[src/rtl/mem_arb_pkg.sv]
// Shared types and defaults for the two-port memory arbiter.
package mem_arb_pkg;

   localparam int AW_DEF      = 16;
   localparam int DW_DEF      = 32;
   localparam int TIMEOUT_DEF = 255;

   // Data returned to a requester whose read was abandoned by the timeout.
   localparam logic [31:0] TIMEOUT_DATA = 32'hFFFF_FFFF;

   typedef enum logic [2:0] {IDLE, WR0, WR1, RD0, RD1} arb_state_e;

   // Two-way round robin: on a tie the port that did not win last time goes.
   function automatic logic rr_pick(input logic [1:0] req, input logic last);
      return (req == 2'b11) ? ~last : req[1];
   endfunction

endpackage

[src/rtl/mem_arbiter_if.sv]
// Memory-side bus of the arbiter: one shared read/write channel.
interface mem_arbiter_if
   import mem_arb_pkg::*;
#(
   parameter int AW = AW_DEF,
   parameter int DW = DW_DEF
);
   logic          m_rd_en;
   logic          m_wr_en;
   logic [AW-1:0] m_addr;
   logic [DW-1:0] m_wr_data;
   logic [DW-1:0] m_rd_data;
   logic          m_rd_valid;

   modport master (
      output m_rd_en, m_wr_en, m_addr, m_wr_data,
      input  m_rd_data, m_rd_valid
   );

   modport slave (
      input  m_rd_en, m_wr_en, m_addr, m_wr_data,
      output m_rd_data, m_rd_valid
   );
endinterface

[src/rtl/mem_arbiter_wr_buf.sv]
// One-entry posted write buffer for a single requester port.
module wr_buf #(
   parameter int AW = 16,
   parameter int DW = 32
) (
   input  logic          clk,
   input  logic          rst_n,
   input  logic          wr_en,
   input  logic [AW-1:0] wr_addr,
   input  logic [DW-1:0] wr_data,
   input  logic          drain,
   output logic          full,
   output logic [AW-1:0] buf_addr,
   output logic [DW-1:0] buf_data,
   output logic          drop
);

   // A write lands if the slot is free or is being emptied on this same edge.
   logic take;
   assign take = wr_en && (!full || drain);

   always_ff @(posedge clk or negedge rst_n) begin
      if (!rst_n) begin
         full     <= 1'b0;
         buf_addr <= '0;
         buf_data <= '0;
         drop     <= 1'b0;
      end else begin
         if (take) begin
            full     <= 1'b1;
            buf_addr <= wr_addr;
            buf_data <= wr_data;
         end else if (drain) begin
            full <= 1'b0;
         end
         if (wr_en && !take)
            drop <= 1'b1;
      end
   end

endmodule

[src/rtl/mem_arbiter.sv]
// Two-port arbiter (CPU, DMA) onto one memory channel, with posted writes
// that are always drained ahead of any read, and a per-read timeout.
module mem_arbiter
   import mem_arb_pkg::*;
#(
   parameter int AW      = AW_DEF,
   parameter int DW      = DW_DEF,
   parameter int TIMEOUT = TIMEOUT_DEF
) (
   input  logic          clk,
   input  logic          rst_n,

   input  logic          p0_rd_en,
   input  logic          p0_wr_en,
   input  logic [AW-1:0] p0_addr,
   input  logic [DW-1:0] p0_wr_data,
   output logic [DW-1:0] p0_rd_data,
   output logic          p0_rd_valid,
   output logic          p0_wb_full,

   input  logic          p1_rd_en,
   input  logic          p1_wr_en,
   input  logic [AW-1:0] p1_addr,
   input  logic [DW-1:0] p1_wr_data,
   output logic [DW-1:0] p1_rd_data,
   output logic          p1_rd_valid,
   output logic          p1_wb_full,

   output logic [1:0]    err_drop,
   output logic [1:0]    err_timeout,

   mem_arbiter_if.master mem
);

   localparam logic [7:0] TO_LIM = 8'(TIMEOUT);

   logic [1:0]          rd_en, wr_en, full, drain, rd_valid, to_set;
   logic [1:0][AW-1:0]  addr, buf_addr;
   logic [1:0][DW-1:0]  wdata, buf_data, rd_data;

   arb_state_e state, state_nx;
   logic       last_grant, lg_nx;
   logic [7:0] cnt, cnt_nx;
   logic       gp;

   assign rd_en = {p1_rd_en, p0_rd_en};
   assign wr_en = {p1_wr_en, p0_wr_en};
   assign addr  = {p1_addr, p0_addr};
   assign wdata = {p1_wr_data, p0_wr_data};

   generate
      for (genvar i = 0; i < 2; i++) begin : g_wb
         wr_buf #(.AW(AW), .DW(DW)) u_wb (
            .clk      (clk),
            .rst_n    (rst_n),
            .wr_en    (wr_en[i]),
            .wr_addr  (addr[i]),
            .wr_data  (wdata[i]),
            .drain    (drain[i]),
            .full     (full[i]),
            .buf_addr (buf_addr[i]),
            .buf_data (buf_data[i]),
            .drop     (err_drop[i])
         );
      end
   endgenerate

   // The state itself is the registered grant; gp is the granted port.
   assign gp = (state == WR1) || (state == RD1);

   always_ff @(posedge clk or negedge rst_n) begin
      if (!rst_n) begin
         state       <= IDLE;
         last_grant  <= 1'b1;
         cnt         <= '0;
         err_timeout <= '0;
      end else begin
         state       <= state_nx;
         last_grant  <= lg_nx;
         cnt         <= cnt_nx;
         err_timeout <= err_timeout | to_set;
      end
   end

   always_comb begin
      state_nx      = state;
      lg_nx         = last_grant;
      cnt_nx        = cnt;
      to_set        = '0;
      drain         = '0;
      rd_valid      = '0;
      rd_data       = '0;
      mem.m_rd_en   = 1'b0;
      mem.m_wr_en   = 1'b0;
      mem.m_addr    = '0;
      mem.m_wr_data = '0;

      case (state)
         IDLE: begin
            // A write arriving this cycle also holds reads off, so a read
            // issued alongside its own write still sees that write.
            if (|full)
               state_nx = rr_pick(full, last_grant) ? WR1 : WR0;
            else if ((|rd_en) && !(|wr_en)) begin
               state_nx = rr_pick(rd_en, last_grant) ? RD1 : RD0;
               cnt_nx   = '0;
            end
         end

         WR0, WR1: begin
            drain[gp]     = 1'b1;
            mem.m_wr_en   = 1'b1;
            mem.m_addr    = buf_addr[gp];
            mem.m_wr_data = buf_data[gp];
            lg_nx         = gp;
            state_nx      = IDLE;
         end

         RD0, RD1: begin
            // A withdrawn request is dropped at once; nothing more is
            // issued to memory and a late response goes nowhere.
            if (!rd_en[gp])
               state_nx = IDLE;
            else begin
               mem.m_rd_en = 1'b1;
               mem.m_addr  = addr[gp];
               if (mem.m_rd_valid) begin
                  rd_valid[gp] = 1'b1;
                  rd_data[gp]  = mem.m_rd_data;
                  lg_nx        = gp;
                  state_nx     = IDLE;
               end else if (cnt == TO_LIM) begin
                  rd_valid[gp] = 1'b1;
                  rd_data[gp]  = DW'(TIMEOUT_DATA);
                  to_set[gp]   = 1'b1;
                  lg_nx        = gp;
                  state_nx     = IDLE;
               end else
                  cnt_nx = cnt + 8'd1;
            end
         end

         default: state_nx = IDLE;
      endcase
   end

   assign p0_rd_data  = rd_data[0];
   assign p0_rd_valid = rd_valid[0];
   assign p0_wb_full  = full[0];
   assign p1_rd_data  = rd_data[1];
   assign p1_rd_valid = rd_valid[1];
   assign p1_wb_full  = full[1];

endmodule
[src/flat_wrapper.sv]
// flat-port wrapper written by rule: the top's interface ports become plain ports
module mem_arbiter_flat import mem_arb_pkg::*;
#(
   parameter int AW      = AW_DEF,
   parameter int DW      = DW_DEF,
   parameter int TIMEOUT = TIMEOUT_DEF
)
  (clk, rst_n, p0_rd_en, p0_wr_en, p0_addr, p0_wr_data, p0_rd_data, p0_rd_valid, p0_wb_full, p1_rd_en, p1_wr_en, p1_addr, p1_wr_data, p1_rd_data, p1_rd_valid, p1_wb_full, err_drop, err_timeout, mem_m_rd_en, mem_m_wr_en, mem_m_addr, mem_m_wr_data, mem_m_rd_data, mem_m_rd_valid);
  mem_arbiter_if #(.AW(AW), .DW(DW)) mem_i ();
  input  logic clk;
  input  logic rst_n;
  input  logic p0_rd_en;
  input  logic p0_wr_en;
  input  logic [AW-1:0] p0_addr;
  input  logic [DW-1:0] p0_wr_data;
  output logic [DW-1:0] p0_rd_data;
  output logic p0_rd_valid;
  output logic p0_wb_full;
  input  logic p1_rd_en;
  input  logic p1_wr_en;
  input  logic [AW-1:0] p1_addr;
  input  logic [DW-1:0] p1_wr_data;
  output logic [DW-1:0] p1_rd_data;
  output logic p1_rd_valid;
  output logic p1_wb_full;
  output logic [1:0] err_drop;
  output logic [1:0] err_timeout;
  output wire logic [$bits(mem_i.m_rd_en)-1:0] mem_m_rd_en;
  output wire logic [$bits(mem_i.m_wr_en)-1:0] mem_m_wr_en;
  output wire logic [$bits(mem_i.m_addr)-1:0] mem_m_addr;
  output wire logic [$bits(mem_i.m_wr_data)-1:0] mem_m_wr_data;
  input wire logic [$bits(mem_i.m_rd_data)-1:0] mem_m_rd_data;
  input wire logic [$bits(mem_i.m_rd_valid)-1:0] mem_m_rd_valid;
  assign mem_m_rd_en = mem_i.m_rd_en;
  assign mem_m_wr_en = mem_i.m_wr_en;
  assign mem_m_addr = mem_i.m_addr;
  assign mem_m_wr_data = mem_i.m_wr_data;
  assign mem_i.m_rd_data = mem_m_rd_data;
  assign mem_i.m_rd_valid = mem_m_rd_valid;
  mem_arbiter #(.AW(AW), .DW(DW), .TIMEOUT(TIMEOUT)) u_core (.clk(clk), .rst_n(rst_n), .p0_rd_en(p0_rd_en), .p0_wr_en(p0_wr_en), .p0_addr(p0_addr), .p0_wr_data(p0_wr_data), .p0_rd_data(p0_rd_data), .p0_rd_valid(p0_rd_valid), .p0_wb_full(p0_wb_full), .p1_rd_en(p1_rd_en), .p1_wr_en(p1_wr_en), .p1_addr(p1_addr), .p1_wr_data(p1_wr_data), .p1_rd_data(p1_rd_data), .p1_rd_valid(p1_rd_valid), .p1_wb_full(p1_wb_full), .err_drop(err_drop), .err_timeout(err_timeout), .mem(mem_i));
endmodule
[config.mk]
export PLATFORM = sky130hd
export DESIGN_NAME = mem_arbiter_flat
export DESIGN_NICKNAME = d
export VERILOG_FILES = /design/src/rtl/mem_arb_pkg.sv /design/src/rtl/mem_arbiter_if.sv /design/src/rtl/mem_arbiter_wr_buf.sv /design/src/rtl/mem_arbiter.sv /design/src/flat_wrapper.sv
export SDC_FILE = /design/constraint.sdc
export NUM_CORES = 1
export LEC_CHECK = 0
export ABC_AREA = 1
export BUFFER_PORTS_ARGS = -buffer_cell sky130_fd_sc_hd__buf_2
export CORE_UTILIZATION = 49
export DETAILED_ROUTE_END_ITERATION = 8
export PLACE_DENSITY = 0.81
export SYNTH_ARGS = -nofsm -noshare
export SYNTH_HDL_FRONTEND = slang
export SYNTH_SLANG_ARGS = --single-unit
export TNS_END_PERCENT = 30
[constraint.sdc]
create_clock -name clk -period 2 [get_ports clk]
set_input_delay 0.1 -clock clk [delete_from_list [all_inputs] [get_ports clk]]
set_output_delay 0.1 -clock clk [all_outputs]
set_load 0.005 [all_outputs]
==> impl_metrics.csv, run 1 <==
group,metric,value,unit
outcome,status,"complete, but fails checks",
outcome,violations,"setup timing",
route,drtAntennaViolNets,0,
synthesis,synth_top_area_cell,"dfrtp_1",
layout,final_nets,1212,
layout,design_area,10300,um^2
layout,area_delta_synth_final,65.0,%
synthesis,synth_common_cells,"nand2_1, dfrtp_1, nand3_1, mux2_2, o21ai_0",
global_routing,grt-ovfl-total,0,
synthesis,synth_cell_types,29,
floorplanning,core,12200,um^2
layout,layout.cells.non_filler,1257,
floorplanning,start_util,51.2,%
sta,slew_violations,0,
route,route.detailed.drc,0,
floorplanning,die_w,115,um
route,drtPass1Iterations,6,
power_and_ir_drop,p_int,8.01,mW
sta,rsz0062_at_grt,"true",
cts,clock-sinks,114,
floorplanning,io_pins,257,
setup_path,max_stage_delay,0.46,ns
route,drtIter0Drc,924,
cts,cts_root_buffer,"clkbuf_16",
power_and_ir_drop,pwr-share-clk,24.0,%
setup_path,critPathCaptureType,"output pin",
place,portBuffers,256,
synthesis,yosys_most_used_dff,"dfrtp_1",
synthesis,synth-async-reset-ratio,100,%
global_routing,antenna_found_initial,0,
cts,cts_max_path_buffers,2,
power_and_ir_drop,power.leakage,5.47,nW
synthesis,syn_area_per_cell,9.02,um^2
layout,drive_above_1_share,46.3,%
sta,worst_slack,-0.333,ns
cts,numCtsBuffers,17,
layout,postLayoutCoreUtil,84.5,%
place,dp_slack,-0.00423,ns
place,dp_cells,1093,
global_routing,grt_pass1_vias,7033,
layout,final-seq-area,2860,um^2
global_routing,grt_usage,37.5,%
power_and_ir_drop,finalPower,12.8,mW
cts,clock_latency,0.41,ns
synthesis,yosys_warnings,0,
global_routing,grt_pass1_wl,37.3,mm
synthesis,ys_seq_area_share,45.6,%
synthesis,ys_ff_latch,114,
cts,clk_pin_slew,0.06,ns
setup_path,path_delay_family,"buffers and inverters",
setup_path,crit_required,1.90,ns
sta,finalClockSkew,0.0132,ns
sta,tightest_slew,0.588,ns
floorplanning,dieArea,13200,um^2
cts,cts.htree.levels,4,
layout,nFillCells,590,
synthesis,syn_area,6250,um^2
setup_path,cpMaxStageDelayCell,"dfrtp_2",
power_and_ir_drop,powerDensity,1240,nW/um^2
route,wl_per_cell,22.0,um
route,vias_per_cell,5.90,
setup_path,crit_buf_inv,4,
sta,fmax,0.429,GHz
setup_path,start_kind,"flop",
route,routed_wl,27.7,mm
sta,finalCritPeriodShare,117,%
power_and_ir_drop,switching_share,37.2,%
floorplanning,die_h,115,um
global_routing,grt_max_degree,46,
power_and_ir_drop,vdd_drop_max,1.02,mV
synthesis,synth_edf_count,0,
place,place_area,7750,um^2
synthesis,synthTopCellsByArea,"dfrtp_1, nand2_1, mux2_2",
synthesis,yosysTopAreaCellShare,45.2,%
cts,cts_tree,"built",
layout,diodes,0,
hold_path,hold_class,"in -> reg",
floorplanning,num_rows,40,
power_and_ir_drop,sequentialPowerShare,32.4,%
setup_path,worstPathCellList,"buf_6, nand2_2, nand2_2, nand3_2, nand2_4, nor2_4, buf_6, nand3_4, clkbuf_16, nand2_1, buf_2",
setup_path,cp_data_arrival_time,2.23,ns
setup_path,crit_type,"reg -> out",
power_and_ir_drop,p_comb_share,43.6,%
sta,final_hold_viol_count,0,
setup_path,cp_max_fo,8,
sta,finalSetupTns,-24.07,ns
power_and_ir_drop,power_switching,4.75,mW
flow_run,cap_viol_max_count,0,
layout,multiInputGateArea,3290,um^2
synthesis,synthCells,693,
place,globalplace.congestion,0.861,
synthesis,syn_nets,829,
sta,finalSetupViolations,114,
sta,slew_headroom,60.8,%
route,vias,7420,
synthesis,yosysMostFrequentCell,"nand2_1",
place,hpwlAfterDp,12.4,mm
sta,whs,0.200,ns
sta,fin_crit,2.33,ns
-- worst register-to-register path, stage by stage, from the launching register on --
cell     delay [ns]
dfrtp_2        0.46
buf_4          0.16
nand2_2        0.07
buf_6          0.11
buf_4          0.14
nand2_2        0.07
nand2_2        0.27
buf_12         0.23
mux2_2         0.39
-- repair_timing --
item / 4_1_cts / 5_1_grt
hold buffers: 99 / 0
gates cloned: 7 / 7
gates resized for setup: 58 / 68
buffers inserted: 14 / 5
setup endpoints to repair: 115 / 123
hold endpoints to repair: 140 / 0
pin swaps: 16 / 36
-- kinds of logic after synthesis --
logic type	Yosys count	share of synthesized area, %
AND/OR/NAND/NOR	331	22.6
flip-flops	114	45.6
buffers and inverters	85	7.28
AO/OA/AOI/OAI	81	8.53
multiplexers	80	15.6
XOR/XNOR	1	0.140
adder cells (fa/ha/maj)	1	0.200
-- per-layer routing --
layer | wire length [um] | track usage (%) | vias to the layer above
met1 | 9400 | 39.4 | 3520
li1 | - | - | 3108
met3 | 3110 | 12.0 | 159
met4 | 1690 | 24.7 | 0
met5 | 0 | 0 | -
met2 | 13500 | 64.6 | 633
-- final cells by class --
| type | count | area share, % |
|---|---|---|
| Timing Repair Buffer | 412 | 31.2 |
| Clock buffer | 17 | 4.12 |
| Sequential cell | 114 | 27.7 |
| Multi-Input combinational cell | 495 | 31.9 |
| Tap cell | 168 | 2.04 |
| Inverter | 36 | 1.37 |
| Clock inverter | 15 | 1.65 |
-- registers in the layout (all words and copies together), names as in the netlist --
register / cells
u_core.g_wb.u_wb.buf_data: 64
u_core.state: 3
u_core.g_wb.u_wb.full: 2
u_core.g_wb.u_wb.drop: 2
u_core.g_wb.u_wb.buf_addr: 32
u_core.cnt: 8
u_core.last_grant: 1
u_core.err_timeout: 2
-- cell usage in the layout, fill, tap and decap left out, types with 2 or more instances in the layout --
cell and instances:
bufinv_16 2, nand3_4 3, buf_16 6, buf_12 12
dlygate4sd3_1 99, inv_2 2, mux2_2 60, dfrtp_2 3
nand3_1 83, nand2_1 160, nand2_4 11, buf_6 19
o21bai_1 2, clkinvlp_4 3, clkinv_4 2, mux2_4 20
dfrtp_1 110, inv_6 7, clkbuf_16 23, o21ai_0 40
a21oi_1 4, inv_1 32, buf_4 23, nand2_8 2
nand3_2 14, nand2_2 27, nor2_4 7, buf_8 2
nor2_2 3, nor2_1 14, a22o_1 32, nand4_1 3
buf_2 244
-- power groups by stage --
stage | clock network, mW | logic [mW] | registers [mW]
floorplan | 0 | 2.93 | 3.77
global placement | 0 | 4.27 | 3.88
detailed placement | 0 | 4.37 | 3.93
CTS | 3.08 | 4.87 | 3.92
global route | 3.20 | 5.87 | 4.18
finish | 3.07 | 5.56 | 4.14
-- worst paths after layout --
path,from,end,slack (ns),depth (start not counted)
max in group asynchronous,rst_n,u_core.last_grant,1.10,3
min in group asynchronous,rst_n,u_core.g_wb[0].u_wb.buf_data[16],0.24,2
hold reg to reg,u_core.last_grant,u_core.last_grant,0.46,2
setup / recovery,u_core.state[1],p1_rd_data[23],-0.33,11
setup reg to reg,u_core.state[1],u_core.g_wb[1].u_wb.buf_addr[14],-0.01,8
hold / removal,p1_rd_en,u_core.state[2],0.20,4
(Power assumes the default switching activity.)
==> run 2: changes to the inputs <==
Settings changed: SYNTH_HIERARCHICAL from default to 1.
==> impl_metrics.csv, run 2 <==
group,metric,value,unit
outcome,status,"complete, but fails checks",
outcome,violations,"setup timing",
setup_path,cp_max_fo,14,
layout,final_common_cell,"nand2_1",
sta,slew_violations,0,
synthesis,synth_top_area_cell,"dfrtp_1",
floorplanning,die_w,114,um
floorplanning,start_util,50.8,%
setup_path,cp_num_cells,9,
setup_path,max_stage_delay,0.47,ns
floorplanning,dieArea,13100,um^2
setup_path,cpMostUsedCell,"nor2_4",
route,vias,7365,
sta,final_hold_viol_count,0,
route,drtIter0Drc,583,
cts,cts.htree.levels,4,
route,drtAntennaViolNets,0,
setup_path,cp_data_arrival_time,2.04,ns
synthesis,ys_ff_latch,114,
global_routing,grt_usage,34.7,%
sta,fin_crit,2.14,ns
sta,finalClockSkew,0.0133,ns
cts,clock_latency,0.42,ns
cts,cts_max_path_buffers,2,
layout,layout.cells.non_filler,1387,
floorplanning,io_pins,257,
global_routing,grt_max_degree,62,
route,vias_per_cell,5.31,
sta,finalCritPeriodShare,107,%
setup_path,path_delay_family,"simple AND/OR/NAND/NOR gates",
hold_path,hold_class,"in -> reg",
sta,worst_slack,-0.143,ns
sta,tightest_slew,0.482,ns
layout,largest_reg_flops,64,
synthesis,synth_edf_count,0,
setup_path,worstPathCellList,"nor2_4, nor2_1, nor2_4, nand2_4, nor3_4, inv_4, buf_12, nor2_2, buf_2",
cts,clock-sinks,114,
layout,drive_above_1_share,31.7,%
global_routing,grt_pass1_wl,34.7,mm
place,portBuffers,256,
setup_path,crit_path_start,"u_core/state[0]",
setup_path,crit_required,1.90,ns
route,route.detailed.drc,0,
synthesis,yosysTopAreaCellShare,45.7,%
sta,fmax,0.467,GHz
synthesis,synth_common_cells,"nand2_1, nand3_1, dfrtp_1, nor2_1",
synthesis,syn_area_per_cell,7.29,um^2
sta,slew_headroom,67.8,%
place,dp_cells,1240,
setup_path,r2r-start,"u_core/state[1]",
layout,largest_register,"u_core/g_wb.u_wb/buf_data",
place,globalplace.congestion,0.887,
synthesis,syn_nets,984,
sta,finalSetupViolations,78,
layout,postLayoutCoreUtil,78.5,%
global_routing,grt-ovfl-total,0,
power_and_ir_drop,power.leakage,5.39,nW
synthesis,ys_seq_area_share,46.2,%
setup_path,crit_type,"reg -> out",
setup_path,critPathCaptureType,"output pin",
global_routing,grt_pass1_vias,7421,
route,drtPass1Iterations,6,
layout,final_nets,1341,
power_and_ir_drop,vdd_drop_max,0.679,mV
synthesis,yosysMostFrequentCell,"nand2_1",
floorplanning,num_rows,40,
cts,cts_root_buffer,"clkbuf_16",
layout,final_cell_mix,"nand2_1, buf_2, nand3_1",
setup_path,crit_buf_inv,3,
cts,cts_tree,"built",
setup_path,crit_end,"p0_rd_data[22]",
cts,numCtsBuffers,17,
setup_path,r2r_cells,9,
synthesis,synthCells,848,
layout,top_regs,"u_core/g_wb.u_wb/buf_data: 64 flops, u_core/g_wb.u_wb/buf_addr: 32 flops, u_core/cnt: 8 flops",
place,hpwlAfterDp,12.8,mm
synthesis,yosys_most_used_dff,"dfrtp_1",
place,place_area,7580,um^2
floorplanning,die_h,114,um
flow_run,cap_viol_max_count,0,
route,routed_wl,22.5,mm
setup_path,timing.rr.end,"u_core/cnt[0]",
synthesis,yosys_warnings,6,
floorplanning,core,12200,um^2
sta,rsz0062_at_grt,"true",
cts,clk_pin_slew,0.05,ns
synthesis,synth-async-reset-ratio,100,%
power_and_ir_drop,powerDensity,1220,nW/um^2
setup_path,start_kind,"flop",
setup_path,cpMaxStageDelayCell,"dfrtp_2",
synthesis,synth_cell_types,28,
synthesis,synthTopCellsByArea,"dfrtp_1, nand2_1, nand3_1",
synthesis,syn_area,6180,um^2
route,wl_per_cell,16.3,um
layout,design_area,9550,um^2
layout,area_delta_synth_final,54.5,%
global_routing,antenna_found_initial,1,
power_and_ir_drop,finalPower,11.6,mW
setup_path,reg2reg_setup_slack,0.11,ns
run 2: cell count changes after synthesis, moves of 10 or more:
cell | before | now
nand2_1 | 194 | 343
nor2_1 | 20 | 112
mux2_2 | 60 | 0
o21ai_0 | 41 | 6
nand3_1 | 100 | 130
mux2_4 | 20 | 0
inv_1 | 35 | 21
buf_2 | 22 | 32
run 2: routing by layer:
| layer | up-vias | global-route usage [%] | routed length [um] | part of all wire [%] |
|---|---|---|---|---|
| met1 | 3421 | 40.4 | 8660 | 38 |
| met3 | 95 | 7.31 | 1570 | 6.9 |
| li1 | 3432 | - | - | - |
| met2 | 417 | 59.8 | 11500 | 51 |
| met5 | - | 0 | 0 | 0 |
| met4 | 0 | 19.5 | 833 | 3.7 |
run 2: metrics by stage:
stage	setup slack [ns]	hold WS, ns	TNS [ns]
3_3_place_gp	0.218	-0.0933	0
4_1_cts	-0.132	0.0382	-5.48
6_report	-0.143	0.0565	-6.91
5_1_grt	-0.249	0.0761	-15.57
2_1_floorplan	0.197	-0.196	0
3_5_place_dp	0.185	-0.0939	0
run 2: final cells by class:
class	instances	area, um^2
Clock buffer	22	484
Sequential cell	114	2860
Inverter	27	106
Clock inverter	10	130
Fill cell	843	2610
Antenna cell	1	2.50
Timing Repair Buffer	393	2680
Tap cell	168	210
Multi-Input combinational cell	652	3080
run 2: worst register-to-register path, cell delays in order, from the launching register on:
cell	delay [ns]
dfrtp_2	0.46
buf_4	0.16
a21oi_4	0.17
nor2_4	0.07
buf_4	0.15
buf_4	0.13
nand2_1	0.16
nand2_1	0.22
nand2_1	0.15
nand2_1	0.08
run 2: power breakdown:
part | switching [mW] | internal (mW)
clock network | 1.06 | 2.08
registers | 0.595 | 3.30
logic | 2.78 | 1.82
total | 4.43 | 7.20
run 2: repair_timing:
item,in CTS,in global routing
hold endpoints to repair,210,0
pin swaps,5,4
hold buffers,99,0
gates resized for setup,30,37
buffers inserted,11,3
cloned,0,1
setup endpoints to repair,81,102
run 2: worst min path at each step:
stage	depth (start not counted)	to	slack (ns)	start
2_1_floorplan	0	u_core/cnt[0]	-0.20	rst_n
3_3_place_gp	1	u_core/g_wb[1].u_wb/buf_data[25]	-0.09	rst_n
3_5_place_dp	1	u_core/g_wb[1].u_wb/buf_data[25]	-0.09	rst_n
4_1_cts	3	u_core/g_wb[0].u_wb/full	0.04	p0_wr_en
5_1_grt	3	u_core/g_wb[0].u_wb/full	0.08	p0_wr_en
6_report	3	u_core/g_wb[0].u_wb/full	0.06	p0_wr_en
run 2: kinds of logic (layout without fill, tap and decap cells):
family                   Yosys count  in the layout  synth area share (%)
AND/OR/NAND/NOR                  602            602                  40.2
flip-flops                       114            114                  46.2
buffers and inverters             82            452                  7.08
AO/OA/AOI/OAI                     48             48                  6.15
adder cells (fa/ha/maj)            1              1                 0.202
XOR/XNOR                           1              1                 0.142
other                              0              1                     0
